--- src/rtl/alu_share_arb.sv ---
// -----------------------------------------------------------------------------
// alu_share_arb
//   Shares one external combinational ALU between NREQ requesters. Each cycle a
//   round-robin arbiter grants at most one valid request. The granted operands
//   and op code are muxed onto the ALU ports. The ALU result is captured in a
//   one-deep response register that is tagged with the requester index.
//
// Parameters
//   NREQ  number of requesters (2..4)
//   ID_W  width of resp_id, equal to $clog2(NREQ)
//
// Ports
//   clk, rstn            clock and asynchronous active-low reset
//   req_valid/req_ready  per-requester handshake (req_ready is one-hot)
//   req_a/b/c/pattern    packed per-requester operands, op code and shamt
//   alu_a/b/c/pattern    drive to the shared ALU (all zero when nothing is granted)
//   alu_out              combinational result returned by the ALU
//   flush                synchronous drop of the pending response
//   resp_valid/ready     response handshake
//   resp_data, resp_id   registered result and the index of its requester
//   resp_err             present only when ALU_ILLEGAL_CHK_EN is defined
//
// Optional feature
//   ALU_ILLEGAL_CHK_EN: when defined, a granted op code above 9 is still
//   accepted. Its response carries resp_data=0 and resp_err=1.
// -----------------------------------------------------------------------------
module alu_share_arb #(
  parameter int NREQ = 2,
  parameter int ID_W = 1
) (
  input  logic               clk,
  input  logic               rstn,
  input  logic [NREQ-1:0]    req_valid,
  output logic [NREQ-1:0]    req_ready,
  input  logic [NREQ*32-1:0] req_a,
  input  logic [NREQ*32-1:0] req_b,
  input  logic [NREQ*5-1:0]  req_c,
  input  logic [NREQ*4-1:0]  req_pattern,
  output logic [31:0]        alu_a,
  output logic [31:0]        alu_b,
  output logic [4:0]         alu_c,
  output logic [3:0]         alu_pattern,
  input  logic [31:0]        alu_out,
  input  logic               flush,
  output logic               resp_valid,
  input  logic               resp_ready,
  output logic [31:0]        resp_data,
  output logic [ID_W-1:0]    resp_id
`ifdef ALU_ILLEGAL_CHK_EN
  ,
  output logic               resp_err
`endif
);

  logic [ID_W-1:0] r_ptr;
  logic            r_valid;
  logic [31:0]     r_data;
  logic [ID_W-1:0] r_id;

  logic            w_found;
  logic [ID_W-1:0] w_idx;
  logic            w_can_issue;
  logic            w_grant;
  logic [31:0]     w_result;

  // Round-robin search. The first pass looks at indices above the last
  // winner. The second pass wraps around to indices at or below it. Searching
  // this way avoids a modulo and avoids a variable bit select.
  always_comb begin
    w_found = 1'b0;
    w_idx   = '0;
    for (int i = 0; i < NREQ; i++) begin
      if (!w_found && req_valid[i] && (i > int'(r_ptr))) begin
        w_found = 1'b1;
        w_idx   = ID_W'(i);
      end
    end
    for (int i = 0; i < NREQ; i++) begin
      if (!w_found && req_valid[i] && (i <= int'(r_ptr))) begin
        w_found = 1'b1;
        w_idx   = ID_W'(i);
      end
    end
  end

  // A new result may enter only when the response slot is empty or is being
  // drained this cycle. The rstn term keeps req_ready low while reset is held.
  assign w_can_issue = !r_valid || resp_ready;
  assign w_grant     = w_found && w_can_issue && !flush && rstn;

  always_comb begin
    req_ready   = '0;
    alu_a       = '0;
    alu_b       = '0;
    alu_c       = '0;
    alu_pattern = '0;
    for (int i = 0; i < NREQ; i++) begin
      if (w_grant && (w_idx == ID_W'(i))) begin
        req_ready[i] = 1'b1;
        alu_a        = req_a[32*i +: 32];
        alu_b        = req_b[32*i +: 32];
        alu_c        = req_c[5*i +: 5];
        alu_pattern  = req_pattern[4*i +: 4];
      end
    end
  end

`ifdef ALU_ILLEGAL_CHK_EN
  logic w_illegal;
  logic r_err;
  assign w_illegal = (alu_pattern > 4'd9);
  assign w_result  = w_illegal ? 32'd0 : alu_out;
`else
  assign w_result  = alu_out;
`endif

  // Response register. When no grant occurs, the data and id hold their last
  // values and only the valid bit changes.
  always_ff @(posedge clk or negedge rstn) begin
    if (!rstn) begin
      r_ptr   <= ID_W'(NREQ - 1);
      r_valid <= 1'b0;
      r_data  <= '0;
      r_id    <= '0;
`ifdef ALU_ILLEGAL_CHK_EN
      r_err   <= 1'b0;
`endif
    end else begin
      if (flush) begin
        r_valid <= 1'b0;
      end else if (w_grant) begin
        r_valid <= 1'b1;
        r_data  <= w_result;
        r_id    <= w_idx;
        r_ptr   <= w_idx;
`ifdef ALU_ILLEGAL_CHK_EN
        r_err   <= w_illegal;
`endif
      end else if (resp_ready) begin
        r_valid <= 1'b0;
      end
    end
  end

  assign resp_valid = r_valid;
  assign resp_data  = r_data;
  assign resp_id    = r_id;
`ifdef ALU_ILLEGAL_CHK_EN
  assign resp_err   = r_err;
`endif

endmodule

--- config.mk ---
export PLATFORM = sky130hd
export DESIGN_NAME = alu_share_arb
export DESIGN_NICKNAME = d
export VERILOG_FILES = /design/src/rtl/alu_share_arb.sv
export SDC_FILE = /design/constraint.sdc
export NUM_CORES = 1
export LEC_CHECK = 0
export CAP_MARGIN = 20
export CORE_AREA = 3 3 111 113
export CTS_BUF_LIST = sky130_fd_sc_hd__clkbuf_8
export CTS_CLUSTER_SIZE = 14
export DETAILED_ROUTE_END_ITERATION = 8
export DIE_AREA = 0 0 114 116
export GPL_TIMING_DRIVEN = 0
export PLACE_DENSITY = 0.67
export RECOVER_POWER = 100
export SYNTH_ARGS = -nofsm -noshare
export SYNTH_HDL_FRONTEND = slang
export SYNTH_SLANG_ARGS = --single-unit
export TNS_END_PERCENT = 10
--- constraint.sdc ---
create_clock -name clk -period 2.5 [get_ports clk]
set_clock_uncertainty 0.1 [all_clocks]
set_input_delay 0.625 -clock clk [delete_from_list [all_inputs] [get_ports clk]]
set_output_delay 0.625 -clock clk [all_outputs]
set_load 0.1 [all_outputs]
# [After elaboration in Yosys (flattened, before gate mapping)]
# Index checks and enable logic that the tools add are counted.
[word_totals] ff_bits=35 input_bits=184 output_inout_bits=109 elab_cells=42
[op_classes] order_cmp=2 n_mux=18 bitwise_logic=2 n_reduce_logical=16
[ops] cell="$mux 32" n=4
[ops] cell="$mux 1" n=10
[ops] cell="$mux 5" n=2
[ops] cell="$logic_and 1x1->1" n=9
[ops] cell="$mux 4" n=2
[ops] cell="$logic_not 1->1" n=4
[ops] cell="$reduce_bool 3->1" n=1
[ops] cell="$not 1->1" n=2
[ops] cell="$reduce_and 2->1" n=1
[ops] cell="$gt 1x1->1 const A" n=1
[ops] cell="$le 1x1->1 const A" n=1
[ops] cell="$logic_or 1x1->1" n=1

# [Logic depth before layout (Yosys ltp)]
[logic_depth] word_depth=16 ltp_mapped=6 ltp_nobuf=3

# [Worst setup path before layout]
# Ideal clock, no wire load.
[synth_path] kind="reg-to-output" start="reg r_valid (netlist: resp_valid)" end="out alu_a[23]" arrival_time_ps=3199 required_time_ps=1775 path_buffers=3 slack_ps=-1424 stages_incl_launch_ff=7 path_cell_list="dfrtp_1 -> nand2b_1 -> or3b_1 -> buf_6 -> buf_6 -> buf_6 -> a21oi_1"
[synth_between] elab_chain_cells=8 word_cells_on_any_way=9 classes_between="2 x mux; 7 x reduce/logical"
[synth_lines] item="start: declaration" line="56" source="logic r_valid;"
[synth_lines] item="start signal: assignment" line="122" source="r_valid <= 1'b0;"
[synth_lines] item="start signal: assignment" line="130" source="r_valid <= 1'b0;"
[synth_lines] item="start signal: assignment" line="132" source="r_valid <= 1'b1;"
[synth_lines] item="$logic_not 1->1 *" line="88" source="assign w_can_issue = !r_valid || resp_ready;"
[synth_lines] item="$logic_or 1x1->1 *" line="88"
[synth_lines] item="$logic_and 1x1->1 * (3 in series)" line="89" source="assign w_grant = w_found && w_can_issue && !flush && rstn;"
[synth_lines] item="$logic_and 1x1->1" line="98" source="if (w_grant && (w_idx == ID_W'(i))) begin"
[synth_lines] item="$mux 32" line="98"
[synth_lines] item="$mux 32 *" line="98"
[synth_lines] item="end: declaration" line="39" source="output logic [31:0] alu_a,"
# Every way passes the cells marked *; elsewhere a longest branch is shown, timed or not.

# [Final worst setup path]
[layout_path] start="reg r_valid (netlist: resp_valid)" end="out alu_b[20]"
[layout_between] elab_chain_cells=8 word_cells_on_any_way=9 classes_between="2 x mux; 7 x reduce/logical"
[layout_lines] item="$logic_not 1->1 *" line="88"
[layout_lines] item="$logic_or 1x1->1 *" line="88"
[layout_lines] item="$logic_and 1x1->1 * (3 in series)" line="89"
[layout_lines] item="$logic_and 1x1->1" line="98"
[layout_lines] item="$mux 32" line="98"
[layout_lines] item="$mux 32 *" line="98"
[layout_lines] item="end: declaration" line="40" source="output logic [31:0] alu_b,"
# Marks and branches as above.

==> flow_metrics.env <==
export IMPL_grt_pass1_vias=3999
export IMPL_finalHoldViolCount=0
export IMPL_synth_top_area_share_pct=33.7
export IMPL_numPortBuffers=292
export IMPL_slew_viol_final=0
export IMPL_grtUsageMet2_pct=38.6
export IMPL_ant_nets=0
export IMPL_post_synth_cell_area_avg_um2=7.80
export IMPL_antenna_found_initial=0
export IMPL_seq_power_share_pct=19.9
export IMPL_busiest_layer="met2"
export IMPL_postLayoutSetupSlackWorst_ps=-270
export IMPL_routedWlPerCell_um=17.3
export IMPL_initial_core_util_pct=22.1
export IMPL_whs_ps=347
export IMPL_vias=3598
export IMPL_post_route_cells_drive_above_1_share_pct=34.7
export IMPL_rsz0062_at_grt="true"
export IMPL_nets=826
export IMPL_die_area_mm2=0.0132
export IMPL_synth_edf_count=0
export IMPL_maxCapViolCount=0
export IMPL_worstPathMaxFanout=7
export IMPL_yosys_warnings=0
export IMPL_worst_hold_path_type="in -> async"
export IMPL_clkTransAtPathRegs_ps=70
export IMPL_cts_root_buf="clkbuf_8"
export IMPL_cts_made_buffers=5
export IMPL_yosysUniqueCellTypes=15
export IMPL_hold_buffers=0
export IMPL_critPathCaptureType="output port"
export IMPL_worst_pin_slew_ps=1240
export IMPL_criticalPathCategory="reg -> out"
export IMPL_antennaDiodeCount=0
export IMPL_overflow=0
export IMPL_seq_area_frac_synth_pct=34.7
export IMPL_cp_arrival_ps=2050
export IMPL_wirelength_um=13600
export IMPL_p_leak_uw=0.00287
export IMPL_drc=0
export IMPL_netSwitchingPower_uw=2020
export IMPL_ir_drop_mv=0.445
export IMPL_use_met3_pct=6.27
export IMPL_syn_inst=324
export IMPL_die_w_um=114
export IMPL_first_iter_violations=83
export IMPL_layoutNonFillerInstCount=785
export IMPL_p_clk_share_pct=13.0
export IMPL_clk_latency_ps=280
export IMPL_cts_max_level=2
export IMPL_grt_pass1_wl_um=21400
export IMPL_maxSlewHeadroom_pct=18.0
export IMPL_firstDrtPassIters=4
export IMPL_ys_ff_latch=35
export IMPL_netlist_area_mm2=0.00253
export IMPL_cp_start_kind="flop"
export IMPL_fmax_ghz=0.361
export IMPL_synth_top_family_by_area="simple AND/OR/NAND/NOR gates"
export IMPL_synth_area_leaders="dfrtp_1, nand2_1, mux2_4, a21oi_1, buf_6"
export IMPL_synth_compound_area_share_pct=15.6
export IMPL_fp_row_count=39
export IMPL_syn_to_final_growth_pct=196
export IMPL_synth_simple_area_share_pct=22.6
export IMPL_comb_power_share_pct=67.1
export IMPL_r2r_end="resp_data[14]"
export IMPL_muxShareOfSynthArea_pct=19.3
export IMPL_p_int_uw=1760
export IMPL_dp_hpwl_um=10400
export IMPL_rrSetupSlack_ps=150
export IMPL_finalCriticalPeriod_ps=2770
export IMPL_clk_path_buf_depth=2
export IMPL_yosys_top_cells_count="nand2_1, a21oi_1, dfrtp_1, mux2_4, clkbuf_1"
export IMPL_syn_num_nets=508
export IMPL_cts_tree="done"
export IMPL_finalCritPeriodShare_pct=111
export IMPL_met1_usage_pct=21.8
export IMPL_required_ps=1770
export IMPL_coreArea_mm2=0.0114
export IMPL_swShare_pct=53.4
export IMPL_synthAdderAreaFrac_pct=0
export IMPL_yosysTopAreaCell="dfrtp_1"
export IMPL_synth_most_common_cell="nand2_1"
export IMPL_synth_xor_area_share_pct=0
export IMPL_r2r_start="resp_valid"
export IMPL_fp_dieH_um=116
export IMPL_powerDensity_mw_per_mm2=504
export IMPL_io_pins=293
export IMPL_grt_start_max_net_pins=19
export IMPL_worst_r2r_path_depth=7
export IMPL_cts_sinks=35
export IMPL_status="finished with violations"
export IMPL_violations="setup timing"
export IMPL_ys_flop_type="dfrtp_1"
export IMPL_grt_use_total_pct=20.2
export IMPL_dpl_cell_area_mm2=0.00653
export IMPL_post_route_cell_area_mm2=0.00749
export IMPL_gp_congestion=0.763
export IMPL_place_inst=759
export IMPL_vias_per_cell=4.58
export IMPL_async_reset_ff_share_pct=100
export IMPL_place_ws_ps=-1950
export IMPL_setup_viol=75
export IMPL_finalPower_uw=3780
[power groups by stage]
stage / sequential, uW / clock, uW / combinational (uW)
floorplan: 1550 / 0 / 993
global placement: 756 / 0 / 2490
detailed placement: 755 / 0 / 2510
CTS: 749 / 506 / 2670
global route: 767 / 528 / 2630
finish: 750 / 492 / 2530
[per-layer routing]
metal	share of wire (%)	routed length, um
met2	54	7280
met4	1.5	206
met5	0	0
met1	35	4750
met3	10	1370
[area by class of cell]
cell class                 instances  area [um^2]
buffer                            27          314
clock buffer                       5         68.8
clock inverter                     2         37.5
fill                             900         3930
multi-input combinational        261         2230
sequential                        35          881
tap                              143          179
timing repair buffer             312         3770
[critical path, stage by stage (launching register included)]
cell	delay [ps]
dfrtp_4	490
nand2b_4	70
or3b_4	420
buf_12	170
buf_12	130
buf_16	140
a21oi_4	150
buf_12	190
[through the flow]
| step | util (%) | TNS, ps |
|---|---|---|
| 6_report | 65.6 | -17080 |
| 5_1_grt | 65.6 | -22000 |
| 4_1_cts | 68.0 | -21330 |
| 3_5_place_dp | 57.2 | -149680 |
| 3_3_place_gp | 57.3 | -262170 |
| 2_1_floorplan | - | -23580 |
[sequential cells by signal, summed over array words and instances (netlist names)]
| register | count |
|---|---|
| resp_id | 1 |
| r_ptr | 1 |
| resp_data | 32 |
| resp_valid | 1 |
[kinds of logic (layout without fill, tap and decap cells)]
kind of cell	after synthesis	count (layout)
and+or+nand+nor	150	150
AOI/OAI and AO/OA	77	77
DFF	35	35
muxes	34	34
buffers and inverters	28	346
[how the worst max path moves through the flow]
stage / from / endpoint / cells after the start
final: resp_valid / alu_b[20] / 7
after detailed placement: req_valid[1] / alu_b[18] / 7
after floorplan: resp_valid / alu_a[23] / 6
after global routing: resp_valid / alu_a[16] / 7
after CTS: resp_valid / alu_a[19] / 8
after global placement: rstn / alu_c[0] / 8
[cells in the final DEF, fill, tap and decap left out, drive strengths merged]
cell type / n
clkbuf: 57
or3b: 1
nand2: 146
nor2: 2
dfstp: 1
nand2b: 1
dfrtp: 34
a21bo: 1
mux2: 34
clkdlybuf4s15: 1
a21boi: 1
clkinvlp: 1
bufinv: 1
bufbuf: 1
a21oi: 74
dlygate4sd2: 1
clkdlybuf4s50: 178
buf: 106
o21ai: 1
[timing repair]
item,4_1_cts,5_1_grt
setup buffers,11,3
resized for setup,761,8
gates cloned,6,0
pin swaps,4,0
endpoints found under the setup margin,109,75
(Power assumes the default switching activity.)
